===== config.mk =====
export PLATFORM = sky130hd
export DESIGN_NAME = fetch_controller
export DESIGN_NICKNAME = d
export VERILOG_FILES = /design/src/rtl/fetch_controller.sv
export SDC_FILE = /design/constraint.sdc
export NUM_CORES = 1
export LEC_CHECK = 0
export ABC_AREA = 1
export CAP_MARGIN = 20
export CORE_MARGIN = 4
export CORE_UTILIZATION = 45
export CTS_BUF_LIST = sky130_fd_sc_hd__clkbuf_16
export CTS_CLUSTER_SIZE = 30
export DETAILED_ROUTE_END_ITERATION = 8
export PLACE_DENSITY = 0.88
export SLEW_MARGIN = 20
export SYNTH_ARGS = -nofsm -noshare
export SYNTH_HDL_FRONTEND = slang
export SYNTH_SLANG_ARGS = --single-unit
export TNS_END_PERCENT = 5

===== constraint.sdc =====
create_clock -name clk -period 3.8 [get_ports clk]
set_input_delay 0.57 -clock clk [delete_from_list [all_inputs] [get_ports clk]]
set_output_delay 0.57 -clock clk [all_outputs]
set_load 0.01 [all_outputs]

===== src/rtl/fetch_controller.sv =====
// Fetch-stage initiator: boots the PC from a two-word reset vector, then streams
// one- and two-word instructions from instruction memory with branch redirect and stall.
module fetch_controller #(
    parameter logic [31:0] RESET_VEC  = 32'h0000_0000,
    parameter logic [1:0]  IMM_PREFIX = 2'b11
) (
    input  logic        clk,
    input  logic        rst_n,
    output logic [31:0] mem_address,
    output logic        mem_read,
    output logic        mem_write,
    output logic        mem_CS,
    output logic [15:0] mem_writeData,
    input  logic [15:0] mem_readData,
    input  logic        stall,
    input  logic        branch_taken,
    input  logic [31:0] branch_target,
    output logic [15:0] instr,
    output logic [15:0] imm,
    output logic [31:0] pc_out,
    output logic        valid
);

    typedef enum logic [1:0] {VEC_LO, VEC_HI, FETCH, FETCH_IMM} state_t;

    state_t      state, state_nxt;
    logic [31:0] pc, pc_nxt;
    logic [15:0] instr_nxt, imm_nxt;
    logic [31:0] pc_out_nxt;
    logic        valid_nxt;

    // Strobes follow reset directly so they drop asynchronously with rst_n.
    assign mem_read      = rst_n;
    assign mem_CS        = rst_n;
    assign mem_write     = 1'b0;
    assign mem_writeData = 16'h0000;

    always_comb begin
        mem_address = pc;
        case (state)
            VEC_LO:  mem_address = RESET_VEC;
            VEC_HI:  mem_address = RESET_VEC + 32'd1;
            default: mem_address = pc;
        endcase
    end

    always_ff @(posedge clk or negedge rst_n) begin
        if (!rst_n) begin
            state  <= VEC_LO;
            pc     <= 32'h0;
            instr  <= 16'h0;
            imm    <= 16'h0;
            pc_out <= 32'h0;
            valid  <= 1'b0;
        end else begin
            state  <= state_nxt;
            pc     <= pc_nxt;
            instr  <= instr_nxt;
            imm    <= imm_nxt;
            pc_out <= pc_out_nxt;
            valid  <= valid_nxt;
        end
    end

    always_comb begin
        state_nxt  = state;
        pc_nxt     = pc;
        instr_nxt  = instr;
        imm_nxt    = imm;
        pc_out_nxt = pc_out;
        valid_nxt  = valid;
        case (state)
            VEC_LO: begin
                pc_nxt    = {pc[31:16], mem_readData};
                state_nxt = VEC_HI;
            end
            VEC_HI: begin
                pc_nxt    = {mem_readData, pc[15:0]};
                state_nxt = FETCH;
            end
            FETCH: begin
                if (branch_taken) begin
                    pc_nxt    = branch_target;
                    valid_nxt = 1'b0;
                    state_nxt = FETCH;
                end else if (!stall) begin
                    instr_nxt  = mem_readData;
                    pc_out_nxt = pc;
                    pc_nxt     = pc + 32'd1;
                    if (mem_readData[15:14] == IMM_PREFIX) begin
                        valid_nxt = 1'b0;
                        state_nxt = FETCH_IMM;
                    end else begin
                        valid_nxt = 1'b1;
                    end
                end
            end
            FETCH_IMM: begin
                // A redirect here drops the half-fetched two-word instruction.
                if (branch_taken) begin
                    pc_nxt    = branch_target;
                    valid_nxt = 1'b0;
                    state_nxt = FETCH;
                end else if (!stall) begin
                    imm_nxt   = mem_readData;
                    pc_nxt    = pc + 32'd1;
                    valid_nxt = 1'b1;
                    state_nxt = FETCH;
                end
            end
            default: state_nxt = VEC_LO;
        endcase
    end

endmodule


After elaboration in Yosys (flattened, before gate mapping):

Index checks and enable logic that the tools add are counted.

* bits in registers: 99
* latch bits: 0
* memory bits (writable): 0
* ROM bits: 0
* input port bits: 52
* output and inout bits: 116
* logic and storage cells: 45
* memories: 0

* add/subtract/negate cells: 1
* $mul: 0
* divide/modulo/power cells: 0
* order comparisons: 0
* equal/unequal tests: 8
* shift-type cells: 0
* mux-type cells: 16
* bitwise logic cells: 4
* reductions and logical operators: 9

Operator list (count)
* 32-bit one-hot mux with 3 select lines: 1
* 32-bit 2-to-1 mux: 2
* 32-bit one-hot mux with 2 select lines: 1
* 32-bit by 1-bit adder with 32-bit output (second input constant): 1
* 3-bit AND reduction: 4
* 2-bit 2-to-1 mux: 5
* 3-bit inequality test (second input constant): 3
* 2-bit one-hot mux with 4 select lines: 1
* 2-bit == test (second input constant): 3
* 1-bit 2-to-1 mux: 5
* 1-bit inverter: 4
* 2-bit AND reduction: 2
* 3-bit by 2-bit inequality test with 1-bit output (second input constant): 1
* 2-bit by 1-bit == test with 1-bit output (second input constant): 1
* 2-bit zero test: 1
* 1-bit one-hot mux with 2 select lines: 1
* 2-bit nonzero test: 1
* 2-bit OR reduction: 1

Depth between registers and ports, before layout:

Gate-level depths: netlist of run 1.

* depth in word-level cells: 5
* gate-level depth with buffers: 11
* depth with buffers taken out: 10

Worst setup path before layout of run 1:

No wires, ideal clock.

* path type: reg2out
* start: register state[1]
* end: output port mem_address[0]
* arrival time: 1.055 ns
* data required time: 3.230 ns
* slack: 2.175 ns
* cell stages (with the launch flop): 5
* buffers on the path: 1
* cell sequence: dfrtp_1 -> inv_2 -> nand2_1 -> clkbuf_1 -> o21ai_0

* cells in the longest elaborated chain, start to end: 2
* elaborated cells between the ends (all ways): 3
* classes of those cells: eq/ne: 1; mux: 1; reduce/logical: 1

Ends and longest elaborated chain
* start, declared: RTL line 26 `state_t state, state_nxt;`
* start signal, assigned: RTL line 56 `state <= state_nxt;`
* 2-bit by 1-bit == test with 1-bit output or 2-bit zero test (tied branches): RTL line 40 `case (state)`
* 32-bit one-hot mux with 2 select lines *: RTL line 40
* end, declared: RTL line 9 `output logic [31:0] mem_address,`

Mark *: on every way between the ends. The rest lies on a longest branch, timed or not.

Worst setup path after layout of run 1:

Same ends and word-level chain as after synthesis.

==> key figures, run 1 <==
Outcome
  • Status: finished clean

Setup path
  • Reg-to-Reg Start: state[1]$_DFFE_PN0P_
  • CP endpoint kind: primary output
  • Crit path max fanout: 16
  • Setup CP Type: register to primary output
  • WP data required: between 3000 and 4000 ps
  • Reg2reg end: pc[5]$_DFFE_PN0P_
  • Flop-to-flop setup slack: between 1000 and 1500 ps
  • Crit path launch type: register
  • R2r worst-path depth: 5
  • Arr. time, crit path: 2250 ps

Timing
  • Final Hold Fails: 0
  • Final setup TNS: 0 ps
  • Clock Skew: about 5.7 ps
  • Final Cycle Share: between 70% and 80%
  • Max Clk Rate: 355 MHz
  • Worst slew pin tran: between 1000 and 1500 ps
  • Setup ws final: just under 1000 ps
  • Slew margin rel.: between 20% and 30%
  • Setup Viol. Count Final: 0
  • Pins Over Slew Limit: 0
  • Final Critical Period: 2820 ps
  • RSZ-0062 raised after global routing: false

Routing
  • Final Routed Wirelength: 18.2 mm
  • Router iterations before antenna repair: 5
  • DRT antenna net count: 0
  • Routed vias: 5672
  • Drt first-iter violations: 736
  • Routed length per instance: approximately 17 um
  • Vias per inst: roughly 5.3
  • Residual DRC: 0

Yosys
  • Async S/R FF share, synth: between 90% and 100%
  • Number of enable flip-flop cells after synthesis: 0
  • Yosys top cell by area: dfrtp_1
  • Cell variety after synth: 33
  • Number of synthesized register bits: 99
  • Syn_area_per_cell: ~7.1 sq um
  • Synthesized area: 5500 sq um
  • Synth Flop Type: dfrtp_1
  • Share of the synthesized area in the top cell type: 45.0%
  • Area contributors post-synth: dfrtp_1, nand2_1, o21ai_0
  • Cell count after synthesis: around 780
  • Sequential share of the synthesized area: 45.0%
  • Yosys warns: 0

Floorplanning
  • Die area: roughly 14000 sq um
  • Rows: 40
  • # IOs: roughly 170
  • Starting Density: a little under half
  • Die width: approximately 120 um
  • Core area: 12000 sq um
  • Die H: ~120 um

CTS
  • Root buf cell: clkbuf_16
  • Total CTS buffers: 9
  • CTS tree: yes
  • H-Tree Depth: 3
  • Post-CTS Setup Inserts: 0
  • Clock sink count: roughly 100
  • PostCTS Resize Cnt: 0
  • CTS clock-pin slew for the worst setup and hold paths: around 80 ps
  • Clock Path Buffers: 2
  • Worst skew pair latency: around 350 ps
  • Post-CTS Hold Fix Bufs: 0

Power
  • Maximum vdd ir drop: 0.237 mV
  • NetSw: between 0.001 and 0.0015 W
  • Leakage: roughly 3.6 nW
  • Logic pwr share: 32.1%
  • Power Total: around 0.0035 W
  • Int Pwr: around 0.0023 W
  • Clock power share: between 20% and 30%
  • Sw frac: about 34%
  • Pwr dens: 472 nW/um^2
  • Sequential Power Share: about two fifths

Placed design
  • Worst slack, placed: 982 ps
  • Number of I/O port buffers: 150
  • Detailed placement HPWL: between 10 and 15 mm
  • Final Wtd Congestion: ~0.98
  • Placed cell area: roughly 7000 sq um

Global route
  • Vias in the first global route: about 5200
  • GR Util All Layers: ~25%
  • Gr ovfl total: 0
  • Global-route wire length before repair: around 28 mm
  • Global Route met2 Usage: about two fifths
  • Met1 Resource Use GR: approximately 34%
  • Largest net degree at the start of global routing: 64
  • Busiest layer in global routing: met2
  • Initial antenna violation count: 0
  • Routing usage on met3: around 5.6%

Finish
  • Most common cell after layout, fill and taps aside: nand2_1
  • Nets: slightly below 1000
  • Layout cells sized above 1: under 10%
  • Area occupied by multi-input gates: ~2500 sq um
  • # diodes: 0
  • Final instance area: ~7300 sq um
  • Commonest non-fill, non-tap cells in the layout: nand2_1, clkdlybuf4s50_1, nor2_1
  • Utilization after layout: around three fifths
  • Fill cell count: 1034
  • Area Growth Syn to Fin: 33.2%
  • Sequential cell area: about 2500 sq um

Worst hold path
  • Worst Hold Class: primary input to async pin

Run
  • Max_cap viols: 0
## area by class of cell
class | count | share of cell area, %
sequential | 99 | 33.8
timing repair buffer | 157 | 21.2
clock inverter | 7 | 0.990
inverter | 93 | 4.76
tap | 147 | 2.51
multi-input combinational | 550 | 33.7
clock buffer | 9 | 3.07
## per-layer routing
layer,share of wire [%],vias to the layer above,wire [um]
met5,0,-,0
met3,11,75,1950
met2,45,367,8110
met1,40,2564,7310
met4,4.4,0,794
li1,-,2666,-
## sequential cells by signal, indices dropped and copies added, names as in the netlist
signal	count
pc_out	32
imm	16
valid	1
state	2
pc	32
instr	16
## critical path, cell delays in order, from the launching register on
cell,delay [ps]
dfrtp_1,390
inv_2,320
nand2_1,430
o21ai_0,190
clkdlybuf4s50_1,570
## power by group through the flow
stage	registers, W	logic, W	clock network [W]
after detailed placement	0.00146	0.00110	0
final	0.00145	0.00111	0.000905
after CTS	0.00144	0.00111	0.000910
after global placement	0.00146	0.00108	0
after global routing	0.00147	0.00121	0.000956
after floorplan	0.00150	0.000420	0
## cell usage after synthesis, types with 2 or more instances
cell type    n
nor2_1     100
buf_2        7
o21ai_0     97
nand3_1     30
o211ai_1     5
a21oi_1     17
mux2_2       4
nand3_2      2
buf_1        3
buf_4       20
clkbuf_1    18
inv_2        3
nand2_1    233
inv_1       89
a22oi_1      9
nand4_1      2
nor2_4       2
nor2_2      11
dfrtp_1     99
a31oi_1      3
xor2_1       7
o21ai_1      2
o22ai_1      2
## how the worst max path moves through the flow
stage | startpoint | endpoint | depth (start not counted) | slack [ps]
6_report | state[1]$_DFFE_PN0P_ | mem_address[0] | 4 | 980
5_1_grt | state[1]$_DFFE_PN0P_ | mem_address[0] | 4 | 860
4_1_cts | state[1]$_DFFE_PN0P_ | mem_address[0] | 4 | 1030
3_5_place_dp | branch_taken | pc[5]$_DFFE_PN0P_ | 6 | 980
3_3_place_gp | branch_taken | pc[0]$_DFFE_PN0P_ | 7 | 1090
2_1_floorplan | state[1]$_DFFE_PN0P_ | mem_address[0] | 4 | 2170
## cells by family after synthesis
logic type	share of synthesized area (%)
mux	0.818
xor+xnor	1.11
flops	45.0
buf+inv	11.2
fa+ha+maj	0.227
compound gates	13.5
simple gates	28.1
other cells	0.0681
## stage by stage
stage	hold slack, ps	std cells
after CTS	207	1062
after floorplan	274	791
after detailed placement	472	1046
after global routing	239	1062
after global placement	466	1046
final	193	1062
Power figures use the tool's default switching activity.
==> inputs of run 2 (changes only) <==
==> constraint.sdc (replaced) <==
create_clock -name clk -period 2.8 [get_ports clk]
set_input_delay 0.42 -clock clk [delete_from_list [all_inputs] [get_ports clk]]
set_output_delay 0.42 -clock clk [all_outputs]
set_load 0.01 [all_outputs]
==> key figures, run 2 (synthesized netlist as in run 1, its figures left out) <==
Worst hold path
  • Worst hold path depth: 2
  • Min-delay src: imm[9]$_DFFE_PN0P_
  • Worst Hold Class: register to register
  • WHS Endpoint: imm[9]$_DFFE_PN0P_

Timing
  • Slew margin rel.: 31.3% (+4.1 points)
  • Clock Skew: 7.78 ps (+2.06 ps)
  • Final Hold Fails: 0 (unchanged)
  • Setup Viol. Count Final: 0 (unchanged)
  • Hold_ws: 484 ps (+292 ps)
  • Final Cycle Share: slightly below 90%
  • Max Clk Rate: around 400 MHz
  • Final Critical Period: 2460 ps
  • RSZ-0062 raised after global routing: false
  • Final setup TNS: 0 ps (unchanged)
  • Pins Over Slew Limit: 0 (unchanged)
  • Worst slew pin tran: 1030 ps (-61.8 ps)

Placed design
  • Final Wtd Congestion: 0.966 (-1.4%)
  • Number of I/O port buffers: 150 (unchanged)
  • Placed cell count: 1051 (+0.48%)
  • Detailed placement HPWL: 13.7 mm (+1.7%)

Finish
  • Largest registers: pc x32, pc_out x32
  • Nets: 969 (+0.62%)
  • Sequential cell area: 2480 sq um (unchanged)
  • Fin cells: 1068 (+0.56%)
  • Area occupied by multi-input gates: 2470 sq um (unchanged)
  • # diodes: 0 (unchanged)
  • Commonest non-fill, non-tap cells in the layout: nand2_1, clkdlybuf4s50_1, nor2_1
  • Area Growth Syn to Fin: 34.6%
  • Fill cell count: 1055 (+2.0%)
  • Layout cells sized above 1: 5.65% (+0.40 points)
  • Most common cell after layout, fill and taps aside: nand2_1

Routing
  • Residual DRC: 0 (unchanged)
  • Router iterations before antenna repair: 6 (+1)
  • Routed length per instance: 17.1 um (-0.21%)
  • Final Routed Wirelength: 18.2 mm (+0.35%)
  • Drt first-iter violations: 634 (-14%)
  • Vias per inst: 5.35 (+0.12%)
  • Routed vias: 5711 (+0.69%)
  • DRT antenna net count: 0 (unchanged)

Setup path
  • Reg2reg end: pc[0]$_DFFE_PN0P_
  • Arr. time, crit path: 2040 ps (-210 ps)
  • Setup CP Type: register to primary output
  • Crit path from: state[1]$_DFFE_PN0P_
  • Slowest CP cell: clkdlybuf4s50_1
  • WP data required: 2380 ps (-850 ps)
  • CP peak stage delay: 590 ps (+20 ps)
  • Reg-to-Reg Start: state[1]$_DFFE_PN0P_
  • Crit-path cells: inv_2 -> nand2_1 -> buf_4 -> o21ai_0 -> clkdlybuf4s50_1
  • Crit path launch type: register
  • Flop-to-flop setup slack: 610 ps (-780 ps)
  • R2r worst-path depth: 6 (+1)
  • Crit path max fanout: 16 (unchanged)
  • CP endpoint kind: primary output

Floorplanning
  • Die H: 119 um (unchanged)
  • Die area: 14100 sq um (unchanged)
  • Core area: 12000 sq um (unchanged)
  • Die width: 119 um (unchanged)
  • Starting Density: 45.8% (unchanged)
  • Rows: 40 (unchanged)
  • # IOs: 168 (unchanged)

Run
  • Max_cap viols: 0 (unchanged)

Global route
  • Global-route wire length before repair: 28.6 mm (+1.6%)
  • Gr ovfl total: 0 (unchanged)
  • Largest net degree at the start of global routing: 93 (+45%)
  • GR Util All Layers: 25.8% (+0.58 points)
  • Vias in the first global route: 5411 (+3.2%)
  • Initial antenna violation count: 0 (unchanged)

CTS
  • Post-CTS Setup Inserts: 0 (unchanged)
  • Post-CTS Hold Fix Bufs: 1 (+1)
  • Worst skew pair latency: 350 ps (about the same)
  • CTS clock-pin slew for the worst setup and hold paths: 70 ps (about the same)
  • Clock Path Buffers: 2 (unchanged)
  • Root buf cell: clkbuf_16
  • Clock sink count: 99 (unchanged)
  • Total CTS buffers: 9 (unchanged)
  • CTS tree: yes
  • H-Tree Depth: 3 (unchanged)
  • PostCTS Resize Cnt: 0 (unchanged)

Power
  • Leakage: 3.66 nW (+1.3%)
  • Maximum vdd ir drop: 0.314 mV (+32%)
  • Pwr dens: 652 nW/um^2 (+38%)

Outcome
  • Status: finished clean
## run 2: cell count changes in the layout (fill, tap and decap cells not counted)
cell	previous run	this run
buf_4	8	12
inv_1	89	90
clkinv_2	1	2
bufinv_16	0	2
buf_12	0	1
clkinv_4	1	0
clkinv_8	2	0
inv_6	3	2
dlygate4sd3_1	0	1
## run 2: report_power, final
group | switching [W] | total [W] | leakage (nW) | internal, W
logic | 0.000746 | 0.00152 | 2.31 | 0.000774
clock network | 0.000566 | 0.00135 | 0.161 | 0.000784
registers | 0.000242 | 0.00196 | 1.18 | 0.00172
## run 2: layout make-up
class | count | share of cell area [%]
multi-input cells | 550 | 33.3
inverters | 93 | 4.71
clock inverters | 7 | 1.23
flip-flops and latches | 99 | 33.4
clock buffers | 9 | 3.04
well taps | 147 | 2.48
repair buffers | 163 | 21.8
## run 2: worst max-delay path by stage
stage / slack [ps] / endpoint
finish: 340 / mem_address[0]
global route: 240 / mem_address[0]
CTS: 340 / mem_address[0]
detailed placement: 300 / pc[0]$_DFFE_PN0P_
global placement: 350 / pc[0]$_DFFE_PN0P_
floorplan: 1300 / pc[30]$_DFFE_PN0P_
## run 2: stage by stage
stage	utilization (%)	setup WS [ps]	total power [W]	instance area, sq um
after CTS	61.7	340	0.00483	7410
after floorplan	-	1300	0.00260	5560
after global routing	61.7	244	0.00508	7410
final	61.7	339	0.00483	7410
after detailed placement	59.0	302	0.00349	7080
after global placement	59.0	349	0.00345	7080
## run 2: per-layer routing
metal,up-vias,routed length [um],global-route usage (%)
li1,2677,-,-
met1,2620,7340,35.0
met2,365,8350,40.2
met3,49,1910,5.26
met4,0,627,10.6
met5,-,0,0
## run 2: critical path: cells and delay by family (launching register included)
kind	cells	cell delay, ps
compound gates	1	110
flops	1	410
buf+inv	3	1090
simple gates	1	90
